--- config.mk ---
export PLATFORM = sky130hd
export DESIGN_NAME = decode_stage
export DESIGN_NICKNAME = d
export VERILOG_FILES = /design/src/rtl/legv8_pkg.sv /design/src/rtl/control_decode.sv /design/src/rtl/decode_stage.sv
export SDC_FILE = /design/constraint.sdc
export NUM_CORES = 1
export LEC_CHECK = 0
export BUFFER_PORTS_ARGS = -buffer_cell sky130_fd_sc_hd__buf_2
export CAP_MARGIN = 10
export CORE_MARGIN = 4
export CORE_UTILIZATION = 54
export DETAILED_ROUTE_END_ITERATION = 8
export HOLD_SLACK_MARGIN = 0.06
export PLACE_DENSITY = 0.93
export SYNTH_ARGS = -nofsm -noshare
export SYNTH_HDL_FRONTEND = slang
export SYNTH_SLANG_ARGS = --single-unit
--- constraint.sdc ---
create_clock -name clock -period 3.5 [get_ports clock]
set_clock_uncertainty 0.1 [all_clocks]
set_input_delay 0 -clock clock [delete_from_list [all_inputs] [get_ports clock]]
set_output_delay 0 -clock clock [all_outputs]
set_load 0.02 [all_outputs]
--- src/rtl/legv8_pkg.sv ---
// Shared LEGv8 decode definitions: opcode patterns with match masks, ALU codes and the
// control bundle carried through the decode slot.
package legv8_pkg;

  localparam logic [10:0] MaskFull = 11'b111_1111_1111;
  localparam logic [10:0] MaskImm  = 11'b111_1111_1110;
  localparam logic [10:0] MaskCb   = 11'b111_1111_1000;
  localparam logic [10:0] MaskB    = 11'b111_1110_0000;

  localparam logic [10:0] OpAdd  = 11'b100_0101_1000;
  localparam logic [10:0] OpSub  = 11'b110_0101_1000;
  localparam logic [10:0] OpAnd  = 11'b100_0101_0000;
  localparam logic [10:0] OpOrr  = 11'b101_0101_0000;
  localparam logic [10:0] OpAddi = 11'b100_1000_1000;
  localparam logic [10:0] OpSubi = 11'b110_1000_1000;
  localparam logic [10:0] OpLdur = 11'b111_1100_0010;
  localparam logic [10:0] OpStur = 11'b111_1100_0000;
  localparam logic [10:0] OpCbz  = 11'b101_1010_0000;
  localparam logic [10:0] OpB    = 11'b000_1010_0000;

  localparam logic [3:0] AluAnd   = 4'b0000;
  localparam logic [3:0] AluOrr   = 4'b0001;
  localparam logic [3:0] AluAdd   = 4'b0010;
  localparam logic [3:0] AluSub   = 4'b0110;
  localparam logic [3:0] AluPassB = 4'b0111;

  typedef struct packed {
    logic       unconditional_branch;
    logic       branch;
    logic       mem_read;
    logic       mem_to_reg;
    logic       mem_write;
    logic       alu_src;
    logic       reg_write;
    logic [3:0] alu_op;
    logic       illegal;
  } ctrl_t;

  function automatic logic op_match(input logic [10:0] op, input logic [10:0] pat,
                                    input logic [10:0] mask);
    return ((op ^ pat) & mask) == 11'd0;
  endfunction

endpackage

--- src/rtl/control_decode.sv ---
// Combinational LEGv8 opcode decoder: control bundle, register index fields and which of
// those fields the instruction actually reads.
module control_decode
  import legv8_pkg::*;
#(
  parameter int unsigned REG_W = 5
) (
  input  logic [31:0]      instr_i,
  output ctrl_t            ctrl_o,
  output logic [REG_W-1:0] rn_o,
  output logic [REG_W-1:0] rm_o,
  output logic [REG_W-1:0] rt_o,
  output logic [REG_W-1:0] rs2_o,
  output logic             use_rn_o,
  output logic             use_rm_o,
  output logic             use_rt_o
);

  logic [10:0] op;
  logic        rs2_is_rt;

  assign op   = instr_i[31:21];
  assign rn_o = REG_W'(instr_i[9:5]);
  assign rm_o = REG_W'(instr_i[20:16]);
  assign rt_o = REG_W'(instr_i[4:0]);
  assign rs2_o = rs2_is_rt ? rt_o : rm_o;

  always_comb begin
    ctrl_o    = '0;
    use_rn_o  = 1'b0;
    use_rm_o  = 1'b0;
    use_rt_o  = 1'b0;
    rs2_is_rt = 1'b0;
    if (op_match(op, OpAdd, MaskFull)) begin
      ctrl_o.alu_op    = AluAdd;
      ctrl_o.reg_write = 1'b1;
      use_rn_o         = 1'b1;
      use_rm_o         = 1'b1;
    end else if (op_match(op, OpSub, MaskFull)) begin
      ctrl_o.alu_op    = AluSub;
      ctrl_o.reg_write = 1'b1;
      use_rn_o         = 1'b1;
      use_rm_o         = 1'b1;
    end else if (op_match(op, OpAnd, MaskFull)) begin
      ctrl_o.alu_op    = AluAnd;
      ctrl_o.reg_write = 1'b1;
      use_rn_o         = 1'b1;
      use_rm_o         = 1'b1;
    end else if (op_match(op, OpOrr, MaskFull)) begin
      ctrl_o.alu_op    = AluOrr;
      ctrl_o.reg_write = 1'b1;
      use_rn_o         = 1'b1;
      use_rm_o         = 1'b1;
    end else if (op_match(op, OpAddi, MaskImm)) begin
      ctrl_o.alu_op    = AluAdd;
      ctrl_o.alu_src   = 1'b1;
      ctrl_o.reg_write = 1'b1;
      use_rn_o         = 1'b1;
    end else if (op_match(op, OpSubi, MaskImm)) begin
      ctrl_o.alu_op    = AluSub;
      ctrl_o.alu_src   = 1'b1;
      ctrl_o.reg_write = 1'b1;
      use_rn_o         = 1'b1;
    end else if (op_match(op, OpLdur, MaskFull)) begin
      ctrl_o.alu_op     = AluAdd;
      ctrl_o.alu_src    = 1'b1;
      ctrl_o.mem_read   = 1'b1;
      ctrl_o.mem_to_reg = 1'b1;
      ctrl_o.reg_write  = 1'b1;
      use_rn_o          = 1'b1;
    end else if (op_match(op, OpStur, MaskFull)) begin
      ctrl_o.alu_op    = AluAdd;
      ctrl_o.alu_src   = 1'b1;
      ctrl_o.mem_write = 1'b1;
      rs2_is_rt        = 1'b1;
      use_rn_o         = 1'b1;
      use_rt_o         = 1'b1;
    end else if (op_match(op, OpCbz, MaskCb)) begin
      ctrl_o.alu_op = AluPassB;
      ctrl_o.branch = 1'b1;
      rs2_is_rt     = 1'b1;
      use_rt_o      = 1'b1;
    end else if (op_match(op, OpB, MaskB)) begin
      ctrl_o.alu_op               = AluAnd;
      ctrl_o.unconditional_branch = 1'b1;
    end else begin
      ctrl_o.illegal = 1'b1;
    end
  end

endmodule

--- src/rtl/decode_stage.sv ---
// Handshaked LEGv8 decode stage: one-entry output slot, load-use bubble insertion, flush
// and a saturating count of inserted bubbles.
module decode_stage
  import legv8_pkg::*;
#(
  parameter int unsigned REG_W    = 5,
  parameter int unsigned ZERO_REG = 31,
  parameter int unsigned CNT_W    = 16
) (
  input  logic             clock,
  input  logic             reset,
  input  logic [31:0]      instruction,
  input  logic             in_valid,
  output logic             in_ready,
  input  logic             flush,
  output logic             out_valid,
  input  logic             out_ready,
  output logic             unconditionalBranch,
  output logic             branch,
  output logic             memRead,
  output logic             memToReg,
  output logic             memWrite,
  output logic             aluSRC,
  output logic             regWriteFlag,
  output logic [3:0]       aluControlCode,
  output logic [REG_W-1:0] readRegister1,
  output logic [REG_W-1:0] readRegister2,
  output logic [REG_W-1:0] writeRegister,
  output logic             illegal,
  output logic [CNT_W-1:0] stall_count
);

  ctrl_t            dec_ctrl;
  logic [REG_W-1:0] dec_rn, dec_rm, dec_rt, dec_rs2;
  logic             use_rn, use_rm, use_rt;

  control_decode #(
    .REG_W(REG_W)
  ) u_control_decode (
    .instr_i (instruction),
    .ctrl_o  (dec_ctrl),
    .rn_o    (dec_rn),
    .rm_o    (dec_rm),
    .rt_o    (dec_rt),
    .rs2_o   (dec_rs2),
    .use_rn_o(use_rn),
    .use_rm_o(use_rm),
    .use_rt_o(use_rt)
  );

  ctrl_t            ctrl_q, ctrl_d;
  logic [REG_W-1:0] rr1_q, rr1_d, rr2_q, rr2_d, wr_q, wr_d;
  logic             out_valid_q, out_valid_d;
  logic [CNT_W-1:0] stall_count_q, stall_count_d;
  logic             src_match, hazard, accept;

  // A load in the slot whose destination the incoming instruction reads must not be
  // overtaken; XZR never carries a real value so it never stalls.
  assign src_match = (use_rn && dec_rn == wr_q) || (use_rm && dec_rm == wr_q) ||
                     (use_rt && dec_rt == wr_q);
  assign hazard = in_valid && out_valid_q && ctrl_q.mem_read &&
                  (wr_q != REG_W'(ZERO_REG)) && src_match;
  assign in_ready = !flush && !hazard && (!out_valid_q || out_ready);
  assign accept   = in_valid && in_ready;

  always_comb begin
    ctrl_d        = ctrl_q;
    rr1_d         = rr1_q;
    rr2_d         = rr2_q;
    wr_d          = wr_q;
    out_valid_d   = out_valid_q;
    stall_count_d = stall_count_q;
    if (flush) begin
      out_valid_d = 1'b0;
    end else if (accept) begin
      ctrl_d      = dec_ctrl;
      rr1_d       = dec_rn;
      rr2_d       = dec_rs2;
      wr_d        = dec_rt;
      out_valid_d = 1'b1;
    end else if (out_valid_q && out_ready) begin
      out_valid_d = 1'b0;
    end
    if (hazard && out_ready && !flush && (stall_count_q != '1)) begin
      stall_count_d = stall_count_q + CNT_W'(1);
    end
  end

  always_ff @(posedge clock or posedge reset) begin
    if (reset) begin
      ctrl_q        <= '0;
      rr1_q         <= '0;
      rr2_q         <= '0;
      wr_q          <= '0;
      out_valid_q   <= 1'b0;
      stall_count_q <= '0;
    end else begin
      ctrl_q        <= ctrl_d;
      rr1_q         <= rr1_d;
      rr2_q         <= rr2_d;
      wr_q          <= wr_d;
      out_valid_q   <= out_valid_d;
      stall_count_q <= stall_count_d;
    end
  end

  assign out_valid           = out_valid_q;
  assign unconditionalBranch = ctrl_q.unconditional_branch;
  assign branch              = ctrl_q.branch;
  assign memRead             = ctrl_q.mem_read;
  assign memToReg            = ctrl_q.mem_to_reg;
  assign memWrite            = ctrl_q.mem_write;
  assign aluSRC              = ctrl_q.alu_src;
  assign regWriteFlag        = ctrl_q.reg_write;
  assign aluControlCode      = ctrl_q.alu_op;
  assign illegal             = ctrl_q.illegal;
  assign readRegister1       = rr1_q;
  assign readRegister2       = rr2_q;
  assign writeRegister       = wr_q;
  assign stall_count         = stall_count_q;

endmodule

; Yosys cells after proc, flatten, opt, wreduce, memory -nomap -nowiden
; Cells that the tools add are included.
[totals]
reg_bits = 44
inputBits = 37
out_inout_bits = 45
word_cells = 122
[classes]
mux = 59
reduce_logical = 32
n_bitwise = 11
eq_ne = 5
add_sub_neg = 1
[ops]
columns = cell, n
row1 = logical NOT 11 bit, 10
row2 = two-way mux 1 bit, 39
row3 = two-way mux 6 bit, 6
row4 = two-way mux 5 bit, 7
row5 = adder 16 x 1 -> 16 bit (second input constant), 1
row6 = != test 16 bit (second input constant), 1
row7 = NOT 4 bit, 4
row8 = equality test 5 bit, 3
row9 = logical AND 1 bit, 14
row10 = NOT 5 bit, 2
row11 = two-way mux 2 bit, 4
row12 = two-way mux 4 bit, 2
row13 = NOT 3 bit, 2
row14 = NOT 6 bit, 1
row15 = != test 5 bit (second input constant), 1
row16 = logical NOT 1 bit, 3
row17 = logical OR 1 bit, 3
row18 = two-way mux 3 bit, 1
row19 = nonzero test 3 bit, 1
row20 = NOT 2 bit, 1
row21 = AND reduction 2 bit, 1
row22 = NOT 1 bit, 1

; Logic depth before layout (Yosys ltp)
; Gate-level depths: netlist (run 1).
[depth]
ltp_word = 20
ltp_mapped = 9
depth_no_buf = 7

; Cells and area by module
; From an unflattened synthesis (run 1), not the netlist that was laid out.
[hier_totals]
cells_unflattened = 228
area_unflattened_um2 = 2591.2
[by_module_without_submodules]
columns = mod, seq_area_each_um2, area_per_inst_um2, n_inst, cells_each
row1 = decode_stage, 1101.1, 2100.8, 1, 168
row2 = control_decode, 0.0, 490.5, 1, 60

; Worst setup path before layout (run 1)
; Ideal clock, no wire load.
[synth_path]
kind = reg-to-reg
startpoint = reg wr_q[2] (netlist: writeRegister[2])
endpoint = reg stall_count_q[1] (netlist: stall_count[1])
path_stages_with_launch = 8
synth_period_minus_slack_ps = 2319
t_required_ps = 3275
n_path_buf = 1
arrival_time_ps = 2094
setup_slack_ps = 1181
cell_sequence = dfrtp_1 -> xor2_1 -> nor3_1 -> nand3_1 -> a21oi_1 -> o311ai_1 -> buf_2 -> mux2_2
[synth_between]
elab_chain_len = 8
word_cells_on_any_way = 14
[synth_rtl]
columns = element, line
row1 = from (decl), decode_stage.sv:52  ; logic [REG_W-1:0] rr1_q, rr1_d, rr2_q, rr2_d, wr_q, wr_d;
row2 = from (signal assigned), decode_stage.sv:101  ; wr_q <= wr_d;
row3 = equality test 5 bit, decode_stage.sv:59  ; assign src_match = (use_rn && dec_rn == wr_q) || (use_rm && dec_rm == wr_q) ||
row4 = logical AND 1 bit, decode_stage.sv:59
row5 = logical OR 1 bit (2 in a row), decode_stage.sv:59
row6 = logical AND 1 bit (*), decode_stage.sv:62  ; (wr_q != REG_W'(ZERO_REG)) && src_match;
row7 = logical AND 1 bit (*) (3 in a row), decode_stage.sv:84  ; if (hazard && out_ready && !flush && (stall_count_q != '1)) begin
row8 = to (signal assigned), decode_stage.sv:103  ; stall_count_q <= stall_count_d;
row9 = to (decl), decode_stage.sv:54  ; logic [CNT_W-1:0] stall_count_q, stall_count_d;
; Every way passes the cells marked *; elsewhere a longest branch is shown, timed or not.
; A chain may end at the register's enable or synchronous reset.

; Worst setup path in the final report (run 1)
[layout_path]
startpoint = reg wr_q[4] (netlist: writeRegister[4])
endpoint = reg stall_count_q[1] (netlist: stall_count[1])
; The elaborated chain is that of the path after synthesis.

==> results of run 1 <==
## cells by family after synthesis
group | Yosys count
AOI/OAI and AO/OA | 14
xor gates and xnor gates | 30
adders and majority gates | 1
other | 1
and+or+nand+nor | 74
DFF | 42
muxes | 31
buffers and inverters | 10
## area by class of cell
class,instances,area (um2)
well taps,50,62.56
fillers,270,1106
multi-input cells,151,1239
repair buffers,94,565.5
flip-flops and latches,42,1051
inverters,4,15.01
clock buffers,7,76.32
## path summary, 6_finish.rpt
path                            slack, ns  cells after the start                              end
max in group asynchronous            2.68                      4              illegal$_DFFE_PP0P_
min in group asynchronous            0.27                      4      stall_count[15]$_DFFE_PP0P_
worst max register to register       0.95                      6       stall_count[1]$_DFFE_PP0P_
worst max-delay path                 0.95                      6       stall_count[1]$_DFFE_PP0P_
worst min-delay path                 0.09                      3  unconditionalBranch$_DFFE_PP0P_
worst min register to register       0.39                      1      stall_count[12]$_DFFE_PP0P_
## worst reg2reg max path: cells and delay by family, from the launching register on
family,cells,cell delay [ns]
AO/OA/AOI/OAI,2,1.02
XOR/XNOR,1,0.25
flip-flops,1,0.49
multiplexers,1,0.42
AND/OR/NAND/NOR,2,0.16
## state kept, by name, indices dropped and copies added (netlist names)
register and cells:
memWrite 1, unconditionalBranch 1, aluSRC 1, branch 1, illegal 1, writeRegister 5
out_valid 1, aluControlCode 3, readRegister2 5, regWriteFlag 1, readRegister1 5, memRead 1
stall_count 16
## stage by stage
stage               cell area [um2]  hold slack (ns)  utilization, %  power (uW)  std cells
detailed placement             2753          0.06286           66.89       791.6        323
CTS                            3009          0.07716           73.12        1098        348
global placement               2753          0.06088           66.89       784.8        323
global route                   3009          0.08615           73.12        1141        348
finish                         3009          0.08753           73.12        1093        348
floorplan                      2351         -0.03686               -       712.5        203
## synthesized netlist by cell type, types with 3 or more instances
| cell type | number |
|---|---|
| dfrtp_1 | 42 |
| xor2_1 | 21 |
| mux2_4 | 19 |
| nor2_1 | 12 |
| mux2_2 | 11 |
| nand2_1 | 11 |
| nand3_1 | 10 |
| nor3_1 | 10 |
| xnor2_1 | 9 |
| and3_1 | 5 |
| a21oi_1 | 4 |
| inv_1 | 4 |
| buf_6 | 3 |
| nand4_1 | 3 |
| nor4_1 | 3 |
## power by group through the flow
stage | Sequential, uW | Combinational, uW | Clock (uW)
2_1_floorplan | 594 | 119 | 0
5_1_grt | 558 | 271 | 311
6_report | 553 | 252 | 288
3_5_place_dp | 560 | 232 | 0
3_3_place_gp | 558 | 227 | 0
4_1_cts | 551 | 250 | 297
## metal layers
layer	wire (um)	up-vias
li1	-	913
met1	2282	898
met2	2801	76
met3	349	15
met4	160	0
met5	0	-
## timing repair
item	4_1_cts	5_1_grt
endpoints found under the setup margin	0	0
endpoints found under the hold margin	58	0
setup buffers	0	0
hold buffers	18	0
==> flow_metrics.env, run 1 <==
export IMPL_vias=1902
export IMPL_ant_nets=0
export IMPL_combPwrFrac_pct=23.1
export IMPL_drtIter0Drc=176
export IMPL_drive_gt1_share_pct=39.26
export IMPL_synth_top_area_share_pct=44.70
export IMPL_worst_pin_slew_ns=1.083
export IMPL_yosysWarnings=0
export IMPL_cp_top_family="compound AO/OA/AOI/OAI gates"
export IMPL_synthAdderAreaFrac_pct=0.5322
export IMPL_worstPathArrival_ns=2.63
export IMPL_cts_tree="built"
export IMPL_synth_seq_cells=42
export IMPL_crit_path_end_kind="register"
export IMPL_mostFrequentLayoutCells="buf_2 (74), dfrtp_1 (42), xor2_1 (21), mux2_4 (19), dlygate4sd3_1 (18)"
export IMPL_p_leak_uw=0.001529
export IMPL_ys_seq_area_share_pct=44.70
export IMPL_hpwl_mm=3.789
export IMPL_routed_wl_mm=5.593
export IMPL_ys_types=44
export IMPL_rr_startpoint="writeRegister[4]$_DFFE_PP0P_"
export IMPL_crit_type="reg2reg"
export IMPL_synth_top_family_by_area="simple AND/OR/NAND/NOR gates"
export IMPL_yosys_area_top_type="dfrtp_1"
export IMPL_cts_buffers=5
export IMPL_rows=23
export IMPL_hold_violations=0
export IMPL_use_met2_pct=37.20
export IMPL_cp_startpoint="writeRegister[4]$_DFFE_PP0P_"
export IMPL_met1_usage_pct=28.30
export IMPL_drv_slew=0
export IMPL_worstHoldStart="instruction[31]"
export IMPL_use_met3_pct=5.000
export IMPL_clk_pin_slew_ns=0.07
export IMPL_grt_overflow_total=0
export IMPL_syn_area_per_cell_um2=11.58
export IMPL_grt_first_pass_wirelength_mm=9.287
export IMPL_synth_cells=203
export IMPL_min_period_ns=2.553
export IMPL_core_mm2=0.004115
export IMPL_die_h_um=73.98
export IMPL_p_sw_uw=316.7
export IMPL_syn_area_mm2=0.002351
export IMPL_num_antenna_cells=0
export IMPL_setup_tns_ns=0
export IMPL_nNetsFinal=336
export IMPL_cap_violations=0
export IMPL_pin_count=82
export IMPL_synth_flop_cell="dfrtp_1"
export IMPL_pre_cts_ws_ns=0.9776
export IMPL_start_kind="register"
export IMPL_cp_num_buf_inv=0
export IMPL_synth_xor_area_share_pct=11.18
export IMPL_cts_sinks=42
export IMPL_top_usage_layer="met2"
export IMPL_io_buffers=74
export IMPL_muxShareOfSynthArea_pct=17.83
export IMPL_die_x_um=73.98
export IMPL_yosys_area_share_simple_pct=18.68
export IMPL_min_period_over_period_pct=72.95
export IMPL_final_common_cell="buf_2"
export IMPL_htreeDepth=2
export IMPL_viasPerCell=5.466
export IMPL_routedWlPerCell_um=16.07
export IMPL_areaGrowthSynthToFinish_pct=27.99
export IMPL_clkPwrFrac_pct=26.3
export IMPL_hold_class="in2reg"
export IMPL_fmax_mhz=391.7
export IMPL_intPower_uw=776.7
export IMPL_peakVddDrop_uv=170.6
export IMPL_antenna_found_initial=0
export IMPL_status="complete, no violations"
export IMPL_synth_compound_area_share_pct=3.991
export IMPL_max_slew_margin_rel_pct=27.70
export IMPL_cts_root_buf="clkbuf_8"
export IMPL_rsz0062_at_grt="false"
export IMPL_worst_slack_ns=0.9469
export IMPL_setup_violations=0
export IMPL_clock_latency_ns=0.29
export IMPL_place_gp_congestion=0.9801
export IMPL_dr_pass1_iters=4
export IMPL_grt_usage_pct=22.29
export IMPL_synthTopCellsByArea="dfrtp_1 (45%), mux2_4 (12%), xor2_1 (7.8%)"
export IMPL_path_cells="xor2_1 -> nor3_1 -> nand3_1 -> a21oi_1 -> o311ai_2 -> mux2_2"
export IMPL_grt_max_degree=43
export IMPL_cpPeakStageDelay_ns=0.92
export IMPL_route_detailed_drc=0
export IMPL_crit_fanout=16
export IMPL_grt_pass1_vias=1937
export IMPL_synthesis_nets=241
export IMPL_cp_slowest_cell="o311ai_2"
export IMPL_cts_resized_gates=0
export IMPL_clk_path_buf_depth=2
export IMPL_synth_edf_count=0
export IMPL_p_sw_share_pct=28.96
export IMPL_dieArea_mm2=0.005473
export IMPL_power_frac_seq_pct=50.6
export IMPL_cp_required_ns=3.57
export IMPL_async_flop_share_pct=100.0
export IMPL_initial_core_util_pct=57.13
export IMPL_power_density_mw_per_mm2=363.4
No activity file was read; power rests on OpenSTA's default activity.
==> run 2: changes to the inputs <==
--- a/config.mk
+++ b/config.mk
@@ -8,10 +8,10 @@
 export BUFFER_PORTS_ARGS = -buffer_cell sky130_fd_sc_hd__buf_2
 export CAP_MARGIN = 10
 export CORE_MARGIN = 4
-export CORE_UTILIZATION = 54
+export CORE_UTILIZATION = 50
 export DETAILED_ROUTE_END_ITERATION = 8
 export HOLD_SLACK_MARGIN = 0.06
-export PLACE_DENSITY = 0.93
+export PLACE_DENSITY = 0.88
 export SYNTH_ARGS = -nofsm -noshare
 export SYNTH_HDL_FRONTEND = slang
 export SYNTH_SLANG_ARGS = --single-unit
==> constraint.sdc (replaced) <==
create_clock -name clock -period 2.6 [get_ports clock]
set_clock_uncertainty 0.1 [all_clocks]
set_input_delay 0 -clock clock [delete_from_list [all_inputs] [get_ports clock]]
set_output_delay 0 -clock clock [all_outputs]
set_load 0.02 [all_outputs]
==> flow_metrics.env, run 2 (synthesized netlist as in run 1, its figures left out) <==
export IMPL_status="complete, no violations"
export IMPL_crit_path_end_kind="register"
export IMPL_areaGrowthSynthToFinish_pct=31.72
export IMPL_clk_pin_slew_ns=0.08
export IMPL_fin_hold_ws_ns=0.06900
export IMPL_dp_cells=329
export IMPL_fin_area_mm2=0.003097
export IMPL_cts_buffers=5
export IMPL_fmax_mhz=400.0
export IMPL_max_slew_margin_rel_pct=48.45
export IMPL_worst_pin_slew_ns=0.7685
export IMPL_final_common_cell="buf_2"
export IMPL_core_mm2=0.004444
export IMPL_cp_slowest_cell="dlygate4sd3_1"
export IMPL_path_cells="xor2_1 -> nor3_1 -> nand3_1 -> a21oi_2 -> nor3_1 -> o21ai_0 -> a21oi_1 -> dlygate4sd3_1"
export IMPL_peakVddDrop_uv=230.2
export IMPL_htreeDepth=2
export IMPL_mostFrequentLayoutCells="buf_2 (74), dfrtp_1 (42), xor2_1 (21), mux2_4 (19), dlygate4sd3_1 (18)"
export IMPL_dr_wl_met3_um=328
export IMPL_min_period_over_period_pct=96.16
export IMPL_crit_path_frequent_cell="nor3_1"
export IMPL_routed_top_layer="met4"
export IMPL_largest_register_ffs=16
export IMPL_grt_pass1_vias=1984
export IMPL_cap_violations=0
export IMPL_min_period_ns=2.500
export IMPL_crit_type="reg2reg"
export IMPL_grt_overflow_total=0
export IMPL_p_leak_uw=0.001560
export IMPL_vias=1981
export IMPL_num_antenna_cells=0
export IMPL_route_detailed_drc=0
export IMPL_fin_cells=355
export IMPL_crit_fanout=6
export IMPL_hold_class="in2reg"
export IMPL_postCtsSetupBuffers=0
export IMPL_viasPerCell=5.580
export IMPL_hpwl_mm=4.063
export IMPL_drive_gt1_share_pct=41.91
export IMPL_cts_tree="built"
export IMPL_grt_usage_pct=21.02
export IMPL_wl_met1_mm=2.576
export IMPL_dieArea_mm2=0.005863
export IMPL_drtIter0Drc=172
export IMPL_drv_slew=0
export IMPL_rows=24
export IMPL_io_buffers=74
export IMPL_place_area_mm2=0.002798
export IMPL_antenna_found_initial=0
export IMPL_die_h_um=76.57
export IMPL_worstPathArrival_ns=2.58
export IMPL_dr_pass1_iters=4
export IMPL_die_x_um=76.57
export IMPL_pin_count=82
export IMPL_grt_first_pass_wirelength_mm=9.949
export IMPL_routedWlPerCell_um=17.22
export IMPL_hold_violations=0
export IMPL_setup_violations=0
export IMPL_met2WireLength_mm=3.046
export IMPL_start_kind="register"
export IMPL_clk_path_buf_depth=2
export IMPL_cp_required_ns=2.68
export IMPL_place_gp_congestion=0.8922
export IMPL_cts_root_buf="clkbuf_8"
export IMPL_cts_sinks=42
export IMPL_ant_nets=0
export IMPL_routed_wl_mm=6.113
export IMPL_cpPeakStageDelay_ns=0.55
export IMPL_nNetsFinal=340
export IMPL_power_density_mw_per_mm2=494.5
export IMPL_fillers=311
export IMPL_grt_max_degree=26
export IMPL_clock_latency_ns=0.29
export IMPL_initial_core_util_pct=52.90
-- run 2: cell count changes in the layout (fill, tap and decap cells not counted), sizes merged --
cell,change
buf,+4
clkinv,+2
inv,-1
-- run 2: worst paths after layout --
path | from | to | slack, ns | depth (start not counted)
setup / recovery | writeRegister[2]$_DFFE_PP0P_ | out_valid$_DFFE_PP0P_ | 0.1 | 8
hold / removal | instruction[22] | memRead$_DFFE_PP0P_ | 0.07 | 3
setup reg to reg | writeRegister[2]$_DFFE_PP0P_ | out_valid$_DFFE_PP0P_ | 0.1 | 8
hold reg to reg | stall_count[12]$_DFFE_PP0P_ | stall_count[12]$_DFFE_PP0P_ | 0.40 | 1
max in group asynchronous | reset | stall_count[13]$_DFFE_PP0P_ | 1.53 | 4
min in group asynchronous | reset | writeRegister[4]$_DFFE_PP0P_ | 0.18 | 3
-- run 2: metal layers --
layer / global-route usage [%] / vias to the layer above
met5: 0 / -
met2: 35.68 / 68
met4: 7.609 / 0
met1: 26.45 / 975
li1: - / 922
met3: 4.255 / 16
-- run 2: where the power goes --
| group | leakage, uW | internal (uW) | switching [uW] |
|---|---|---|---|
| logic | 0.000964 | 170 | 185 |
| registers | 0.000547 | 695 | 52.5 |
| clock network | 0.0000482 | 214 | 215 |
| total | 0.00156 | 1080 | 452 |
-- run 2: layout make-up --
cell class | count | area (um2) | share of cell area [%]
Clock inverter | 1 | 5.005 | 0.1616
Sequential cell | 42 | 1051 | 33.94
Tap cell | 52 | 65.06 | 2.101
Inverter | 4 | 15.01 | 0.4848
Timing Repair Buffer | 98 | 608.1 | 19.64
Multi-Input combinational cell | 151 | 1266 | 40.89
Clock buffer | 7 | 86.33 | 2.788
-- run 2: critical path: cells and delay by family, from the launching register on --
family                 cells  cell delay (ns)
AO/OA/AOI/OAI              3             0.56
XOR/XNOR                   1             0.21
buffers and inverters      1             0.55
flip-flops                 1             0.49
AND/OR/NAND/NOR            3             0.47
-- run 2: what timing repair did --
action	4_1_cts	5_1_grt
resized for setup	0	5
endpoints found under the hold margin	37	0
endpoints found under the setup margin	0	15
hold buffers	18	0
-- run 2: metrics by stage --
step,utilization [%],total power (uW),TNS [ns],setup slack (ns)
after detailed placement,62.95,1074,0,0.09604
after global routing,69.68,1599,-0.02912,-0.02912
after CTS,69.06,1520,0,0.1031
after floorplan,-,959.2,0,0.2811
after global placement,62.95,1061,0,0.1416
final,69.68,1531,0,0.09986
